==> src/rtl/pipe_adder_if.sv <==
// pipe_adder_if: operand/result valid-ready bundle for pipe_adder
interface pipe_adder_if #(
  parameter int DATA_WIDTH = 64
);
  logic                  i_valid;
  logic                  o_ready;
  logic [1:0]            i_op;
  logic [DATA_WIDTH-1:0] i_input1;
  logic [DATA_WIDTH-1:0] i_input2;
  logic                  o_valid;
  logic                  i_ready;
  logic [DATA_WIDTH-1:0] o_sum;
  logic                  o_carry;
  logic                  o_overflow;
  modport master (
    output i_valid, i_op, i_input1, i_input2, i_ready,
    input  o_ready, o_valid, o_sum, o_carry, o_overflow
  );
  modport slave (
    input  i_valid, i_op, i_input1, i_input2, i_ready,
    output o_ready, o_valid, o_sum, o_carry, o_overflow
  );
endinterface

==> src/rtl/pipe_adder.sv <==
// pipe_adder: carry-chained adder split into STAGES chunk-wide pipeline stages with valid/ready flow control
module pipe_adder #(
  parameter int DATA_WIDTH = 64,
  parameter int STAGES     = 4,
  parameter int CHUNK      = DATA_WIDTH / STAGES
) (
  input  logic         i_clk,
  input  logic         i_arst_n,
  input  logic         i_flush,
  pipe_adder_if.slave  bus
);
  localparam int L = STAGES - 1;
  localparam int M = DATA_WIDTH - 1;
  logic [STAGES-1:0]                 v_q, v_d, c_q, c_d, c_n;
  logic [STAGES-1:0][1:0]            op_q, op_d;
  logic [STAGES-1:0][DATA_WIDTH-1:0] a_q, a_d, b_q, b_d, s_q, s_d, s_n;
  logic [STAGES:0]                   v_p, c_p;
  logic [STAGES:0][1:0]              op_p;
  logic [STAGES:0][DATA_WIDTH-1:0]   a_p, b_p, s_p;
  logic                              adv;
  logic [DATA_WIDTH-1:0]             s_l, a_l, b_l;
  logic [1:0]                        op_l;
  logic                              c_l;
  assign adv         = !v_q[L] || bus.i_ready;
  assign bus.o_ready = adv;
  assign bus.o_valid = v_q[L];
  // index 0 is the incoming operation; index k+1 is the output of stage k
  always_comb begin
    v_p[0]  = bus.i_valid;
    op_p[0] = bus.i_op;
    a_p[0]  = bus.i_input1;
    b_p[0]  = bus.i_op[0] ? ~bus.i_input2 : bus.i_input2;
    s_p[0]  = '0;
    c_p[0]  = bus.i_op[0];
    for (int k = 0; k < STAGES; k++) begin
      v_p[k+1]  = v_q[k];
      op_p[k+1] = op_q[k];
      a_p[k+1]  = a_q[k];
      b_p[k+1]  = b_q[k];
      s_p[k+1]  = s_q[k];
      c_p[k+1]  = c_q[k];
    end
  end
  always_comb begin
    s_n = s_p[STAGES-1:0];
    c_n = '0;
    for (int k = 0; k < STAGES; k++)
      {c_n[k], s_n[k][k*CHUNK +: CHUNK]} = {1'b0, a_p[k][k*CHUNK +: CHUNK]}
                                         + {1'b0, b_p[k][k*CHUNK +: CHUNK]}
                                         + {{CHUNK{1'b0}}, c_p[k]};
  end
  always_comb begin
    v_d  = i_flush ? '0 : adv ? v_p[STAGES-1:0] : v_q;
    op_d = adv ? op_p[STAGES-1:0] : op_q;
    a_d  = adv ? a_p[STAGES-1:0] : a_q;
    b_d  = adv ? b_p[STAGES-1:0] : b_q;
    s_d  = adv ? s_n : s_q;
    c_d  = adv ? c_n : c_q;
  end
  always_ff @(posedge i_clk or negedge i_arst_n)
    if (!i_arst_n) begin
      v_q  <= '0;
      op_q <= '0;
      a_q  <= '0;
      b_q  <= '0;
      s_q  <= '0;
      c_q  <= '0;
    end else begin
      v_q  <= v_d;
      op_q <= op_d;
      a_q  <= a_d;
      b_q  <= b_d;
      s_q  <= s_d;
      c_q  <= c_d;
    end
  assign s_l  = s_q[L];
  assign a_l  = a_q[L];
  assign b_l  = b_q[L];
  assign op_l = op_q[L];
  assign c_l  = c_q[L];
  if (DATA_WIDTH == 64) begin : g_w
    logic w;
    assign w = op_l[1];
    // carry into bit 32 recovered from the full sum: s = a ^ b' ^ cin
    assign bus.o_sum      = w ? {{32{s_l[31]}}, s_l[31:0]} : s_l;
    assign bus.o_carry    = w ? s_l[32] ^ a_l[32] ^ b_l[32] : c_l;
    assign bus.o_overflow = w ? (a_l[31] == b_l[31]) && (s_l[31] != a_l[31])
                              : (a_l[M] == b_l[M]) && (s_l[M] != a_l[M]);
  end else begin : g_nw
    logic unused_w;
    assign unused_w       = op_l[1];
    assign bus.o_sum      = s_l;
    assign bus.o_carry    = c_l;
    assign bus.o_overflow = (a_l[M] == b_l[M]) && (s_l[M] != a_l[M]);
  end
endmodule

==> src/flat_wrapper.sv <==
// flat-port wrapper written by rule: the top's interface ports become plain ports
module pipe_adder_flat 
#(
  parameter int DATA_WIDTH = 64,
  parameter int STAGES     = 4,
  parameter int CHUNK      = DATA_WIDTH / STAGES
)
  (i_clk, i_arst_n, i_flush, bus_i_valid, bus_i_op, bus_i_input1, bus_i_input2, bus_i_ready, bus_o_ready, bus_o_valid, bus_o_sum, bus_o_carry, bus_o_overflow);
  pipe_adder_if #(.DATA_WIDTH(DATA_WIDTH)) bus_i ();
  input  logic i_clk;
  input  logic i_arst_n;
  input  logic i_flush;
  input wire logic [$bits(bus_i.i_valid)-1:0] bus_i_valid;
  input wire logic [$bits(bus_i.i_op)-1:0] bus_i_op;
  input wire logic [$bits(bus_i.i_input1)-1:0] bus_i_input1;
  input wire logic [$bits(bus_i.i_input2)-1:0] bus_i_input2;
  input wire logic [$bits(bus_i.i_ready)-1:0] bus_i_ready;
  output wire logic [$bits(bus_i.o_ready)-1:0] bus_o_ready;
  output wire logic [$bits(bus_i.o_valid)-1:0] bus_o_valid;
  output wire logic [$bits(bus_i.o_sum)-1:0] bus_o_sum;
  output wire logic [$bits(bus_i.o_carry)-1:0] bus_o_carry;
  output wire logic [$bits(bus_i.o_overflow)-1:0] bus_o_overflow;
  assign bus_i.i_valid = bus_i_valid;
  assign bus_i.i_op = bus_i_op;
  assign bus_i.i_input1 = bus_i_input1;
  assign bus_i.i_input2 = bus_i_input2;
  assign bus_i.i_ready = bus_i_ready;
  assign bus_o_ready = bus_i.o_ready;
  assign bus_o_valid = bus_i.o_valid;
  assign bus_o_sum = bus_i.o_sum;
  assign bus_o_carry = bus_i.o_carry;
  assign bus_o_overflow = bus_i.o_overflow;
  pipe_adder #(.DATA_WIDTH(DATA_WIDTH), .STAGES(STAGES), .CHUNK(CHUNK)) u_core (.i_clk(i_clk), .i_arst_n(i_arst_n), .i_flush(i_flush), .bus(bus_i));
endmodule
==> config.mk <==
export PLATFORM = sky130hd
export DESIGN_NAME = pipe_adder_flat
export DESIGN_NICKNAME = d
export VERILOG_FILES = /design/src/rtl/pipe_adder_if.sv /design/src/rtl/pipe_adder.sv /design/src/flat_wrapper.sv
export SDC_FILE = /design/constraint.sdc
export NUM_CORES = 1
export LEC_CHECK = 0
export CAP_MARGIN = 20
export CELL_PAD_IN_SITES_DETAIL_PLACEMENT = 1
export CELL_PAD_IN_SITES_GLOBAL_PLACEMENT = 2
export CORE_MARGIN = 1
export CORE_UTILIZATION = 35
export CTS_BUF_LIST = sky130_fd_sc_hd__clkbuf_16
export DETAILED_ROUTE_END_ITERATION = 10
export GPL_ROUTABILITY_DRIVEN = 1
export PLACE_DENSITY_LB_ADDON = 0.1
export SLEW_MARGIN = 20
export SYNTH_ARGS = -nofsm -noshare
export SYNTH_HDL_FRONTEND = slang
export SYNTH_SLANG_ARGS = --single-unit
==> constraint.sdc <==
create_clock -name i_clk -period 3 [get_ports i_clk]
set_input_delay 0.6 -clock i_clk [delete_from_list [all_inputs] [get_ports i_clk]]
set_output_delay 0.6 -clock i_clk [all_outputs]
set_load 0.02 [all_outputs]
[After elaboration in Yosys (flattened, before gate mapping)]
Cells that the tools add are included.
Cells by class
  add/subtract/negate cells: 8
  multiply operators: 0
  divide/modulo/power cells: 0
  order comparisons: 0
  equality and inequality tests: 4
  shift-type cells: 0
  muxes and demuxes: 6
  bitwise gates (word level): 3
  reductions and logical operators: 5
Operator list (count)
  2-to-1 mux 64 bit: 2
  adder 16 x 16 -> 17 bit: 4
  adder 17 x 1 -> 17 bit: 4
  inverter 64 bit: 1
  2-to-1 mux 4 bit: 2
  equality test 1 bit: 2
  logical AND 1 bit: 2
  2-to-1 mux 1 bit: 2
  != test 1 bit: 2
  nonzero test 2 bit: 1
  bitwise XOR 1 bit: 2
  logical NOT 1 bit: 1
  logical OR 1 bit: 1
Storage, ports and cells
  flip-flop bits (word level): 688
  bits in latches: 0
  bits in writable memories: 0
  memory bits (read-only): 0
  bits of input ports: 135
  output and inout bits: 68
  logic and storage cells: 44
  memories: 0

[Longest topological paths before layout]
  word-level depth: 4
  mapped depth: 13
  depth with buffers taken out: 11

[Worst setup path before layout]
No wires, ideal clock.
  kind: input to register
  start: input bus_i_op[0]
  end: register u_core.c_q[0]
  library setup time: 0.101 ns
  data arrival time: 3.030 ns
  data required time: 2.899 ns
  path slack: -0.131 ns
  cell stages on the path: 12
  path buffers: 2
  cells stage by stage: buf_4 > buf_1 > xor2_1 > inv_1 > fa_1 > nor2b_1 > o21ai_0 > a21boi_1 > o22ai_1 > o21ai_2 > a31oi_1 > o32ai_1
On the way
  cells in the longest elaborated chain, start to end: 3
Ends and longest elaborated chain
  start: declaration: line flat_wrapper.sv:14  | input wire logic [$bits(bus_i.i_op)-1:0] bus_i_op;
  2-to-1 mux 64 bit: line pipe_adder.sv:32  | b_p[0] = bus.i_op[0] ? ~bus.i_input2 : bus.i_input2;
  adder 16 x 16 -> 17 bit: line pipe_adder.sv:49  | + {1'b0, b_p[k][k*CHUNK +: CHUNK]}
  adder 17 x 1 -> 17 bit (*): line pipe_adder.sv:50  | + {{CHUNK{1'b0}}, c_p[k]};
  end signal: assignment: line pipe_adder.sv:67  | c_q <= '0;
  end signal: assignment: line pipe_adder.sv:74  | c_q <= c_d;
  end: declaration: line pipe_adder.sv:14  | logic [STAGES-1:0] v_q, v_d, c_q, c_d, c_n;
Every way passes the cells marked *; elsewhere a longest branch is shown, timed or not.
A chain may end at the register's enable or synchronous reset.

[Worst setup path after layout]
  start: register u_core.op_q, in the netlist u_core.op_l[1]
  end: output bus_o_sum[39]
On the way
  cells in the longest elaborated chain, start to end: 1
Ends and longest elaborated chain
  start: declaration: line pipe_adder.sv:15  | logic [STAGES-1:0][1:0] op_q, op_d;
  start signal: assignment: line pipe_adder.sv:70  | op_q <= op_d;
  2-to-1 mux 64 bit: line pipe_adder.sv:85  | assign bus.o_sum = w ? {{32{s_l[31]}}, s_l[31:0]} : s_l;
  end: declaration: line flat_wrapper.sv:20  | output wire logic [$bits(bus_i.o_sum)-1:0] bus_o_sum;
Every way passes these cells.

==> results.json <==
{
  "cts_buffers": 44,
  "grtUsageMet1": 0.244,
  "final_cells": 2885,
  "synth_edf_count": 0,
  "io-pin-count": 203,
  "synthDistinctLibCells": 61,
  "setup_viol": 0,
  "worstReg2RegStart": "u_core.b_p[240]",
  "clkTransAtPathRegs_ps": 60,
  "dieArea_um2": 51600,
  "synth_ff_type": "dfrtp_1",
  "cts_root_buf": "clkbuf_16",
  "r2r-end": "u_core.c_q[3]",
  "synth_xor_area_frac": 0.0528,
  "antenna_found_initial": 0,
  "cts_tree": "yes",
  "yosys_warnings": 0,
  "vias": 13700,
  "cts.sinks": 376,
  "reg2reg_depth": 10,
  "drcViolationCount": 0,
  "peakVddDrop_mv": 0.357,
  "ys_seq_area_frac": 0.530,
  "netlist_instances": 2019,
  "relSlewSlack": 0.465,
  "initialDrtViolationCount": 733,
  "clock_latency_ps": 580,
  "rrSetupSlack_ps": 170,
  "synthArstFlopShare": 1.00,
  "yosys.area_share.simple": 0.215,
  "tns_ps": 0,
  "worstMarginPinSlew_ps": 803,
  "grt-ovfl-total": 0,
  "die_h_um": 227,
  "crit_required_ps": 2400,
  "synth.mux.area_fraction": 0.00120,
  "dp_slack_ps": -373,
  "grt_pass1_vias": 14600,
  "grt_pass1_wl_mm": 74.3,
  "start_kind": "register",
  "rows": 82,
  "nets": 2384,
  "synth_common_cells": "nand2_1, dfrtp_1, o21ai_0",
  "crit_type": "reg -> out",
  "busiest_layer": "met2",
  "synth-compound-area-share": 0.106,
  "dr.pass1.iters": 6,
  "met3_usage": 0.0280,
  "n_antenna_cell": 0,
  "coreArea_um2": 50100,
  "avgSynthCellArea_um2": 8.79,
  "arrival_ps": 2310,
  "crit_fanout": 20,
  "synth.most_common_cell": "nand2_1",
  "hp-class": "in -> async",
  "synth_fp_nets": 2221,
  "status": "finished, violations left",
  "syn_area_um2": 17700,
  "maxSlewViolCount": 0,
  "timing_hold_violations_final": 3,
  "cp-end-kind": "primary output",
  "htreeDepth": 2,
  "detail-route-antenna-nets": 0,
  "met2_usage": 0.286,
  "numPlacedInstances": 2806,
  "whs_ps": -13.8,
  "synth_top_area_frac": 0.530,
  "grt_max_degree": 156,
  "powerDensity_nw_per_um2": 710,
  "vias_per_cell": 4.75,
  "hpwl_mm": 30.4,
  "fmax_ghz": 0.344,
  "synthAdderAreaFrac": 0.0502,
  "finalCritPeriodShare": 0.969,
  "yosys.area.top_type": "dfrtp_1",
  "setup_ws_ps": 92.6,
  "initial_core_util": 0.354,
  "synth_area_leaders": "dfrtp_1, nand2_1, ha_1, o21ai_0, xnor2_1",
  "min_period_ps": 2910,
  "ys_seq_elements": 376,
  "synth_top_family_by_area": "simple AND/OR/NAND/NOR gates",
  "grtUsageTotal": 0.178,
  "io_buffers": 202,
  "rsz0062_at_grt": "false",
  "skew_ps": 28.0,
  "p_leak_nw": 10.3,
  "max_cap_viol_count": 0,
  "cts_buffer_depth": 3,
  "wl_per_cell_um": 15.4,
  "place_congestion": 0.788,
  "die_w_um": 227,
  "area_delta_synth_final_pct": 23.2,
  "violations": "hold timing",
  "final_layout_size_suffix_gt1_frac": 0.0606,
  "wl_mm": 44.3
}
critical path, cell delays in order (launching register included):
cell and delay (ps):
dfrtp_2 480, buf_12 180, buf_4 180, o21ai_0 230, clkdlybuf4s50_1 650
what timing repair did:
action,4_1_cts,5_1_grt
pin swaps,0,3
gates resized for setup,2,7
buffers inserted,0,2
cloned,0,0
setup endpoints to repair,9,7
endpoints found under the hold margin,0,0
hold buffers,0,0
layout by cell type, fill, tap and decap left out, drive strengths merged, types with 7 or more instances in the layout:
cell type	netlist	layout
a211oi	8	8
a21o	18	18
a21oi	68	68
buf	47	53
clkbuf	86	44
clkdlybuf4s50	0	197
clkinv	1	21
dfrtp	376	376
fa	7	7
ha	60	60
inv	45	55
nand2	868	868
nand2b	9	9
nand3	13	13
nor2	57	57
nor3	12	12
o21a	7	7
o21ai	149	149
o31ai	9	9
xnor2	71	71
xor2	36	36
power breakdown:
part	total (mW)	switching (mW)	internal [mW]
logic	3.78	2.05	1.73
clock network	5.06	2.15	2.91
registers	6.67	0.586	6.09
total	15.5	4.78	10.7
stage by stage:
step,power [mW],utilization,area [µm²]
2_1_floorplan,9.05,-,17700
3_3_place_gp,10.5,0.409,20500
3_5_place_dp,10.6,0.409,20500
4_1_cts,15.8,0.436,21800
5_1_grt,16.5,0.437,21900
6_report,15.5,0.437,21900
flip-flops by register name (all words and copies together) (netlist names):
signal and cells:
u_core.a_l 3, u_core.a_p 99, u_core.b_l 3, u_core.b_p 99
u_core.c_q 4, u_core.op_l 1, u_core.op_p 3, u_core.s_l 64
u_core.s_n 96, u_core.v_q 4
cells by family (layout without fill, tap and decap cells):
kind of cell | Yosys count | count (layout)
buffers and inverters | 179 | 373
and+or+nand+nor | 982 | 982
DFF | 376 | 376
muxes | 2 | 2
adders and majority gates | 67 | 67
AOI/OAI and AO/OA | 306 | 306
xor gates and xnor gates | 107 | 107
per-layer routing:
| layer | vias to the layer above | part of all wire |
|---|---|---|
| li1 | 6770 | - |
| met1 | 6677 | 0.48 |
| met2 | 176 | 0.46 |
| met3 | 80 | 0.034 |
| met4 | 0 | 0.027 |
| met5 | - | 0 |
final cells by class:
type / instances / area [µm²]
Clock inverter: 33 / 246
Inverter: 46 / 180
Tap cell: 672 / 841
Sequential cell: 376 / 9410
Clock buffer: 44 / 1100
Timing Repair Buffer: 250 / 2510
Multi-Input combinational cell: 1464 / 7570
Fill cell: 5890 / 28200
worst max path at each step:
| stage | from | endpoint | slack, ps | cells after the start |
|---|---|---|---|---|
| 3_5_place_dp | bus_i_input2[1] | u_core.s_n[76] | -370 | 13 |
| 3_3_place_gp | bus_i_input2[1] | u_core.s_n[76] | -290 | 13 |
| 4_1_cts | u_core.b_p[240] | u_core.c_q[3] | 20 | 10 |
| 6_report | u_core.op_l[1] | bus_o_sum[39] | 90 | 4 |
| 5_1_grt | u_core.op_l[1] | bus_o_sum[37] | 1 | 4 |
| 2_1_floorplan | bus_i_op[0] | u_core.c_q[0] | 80 | 12 |
(Power assumes the default switching activity.)
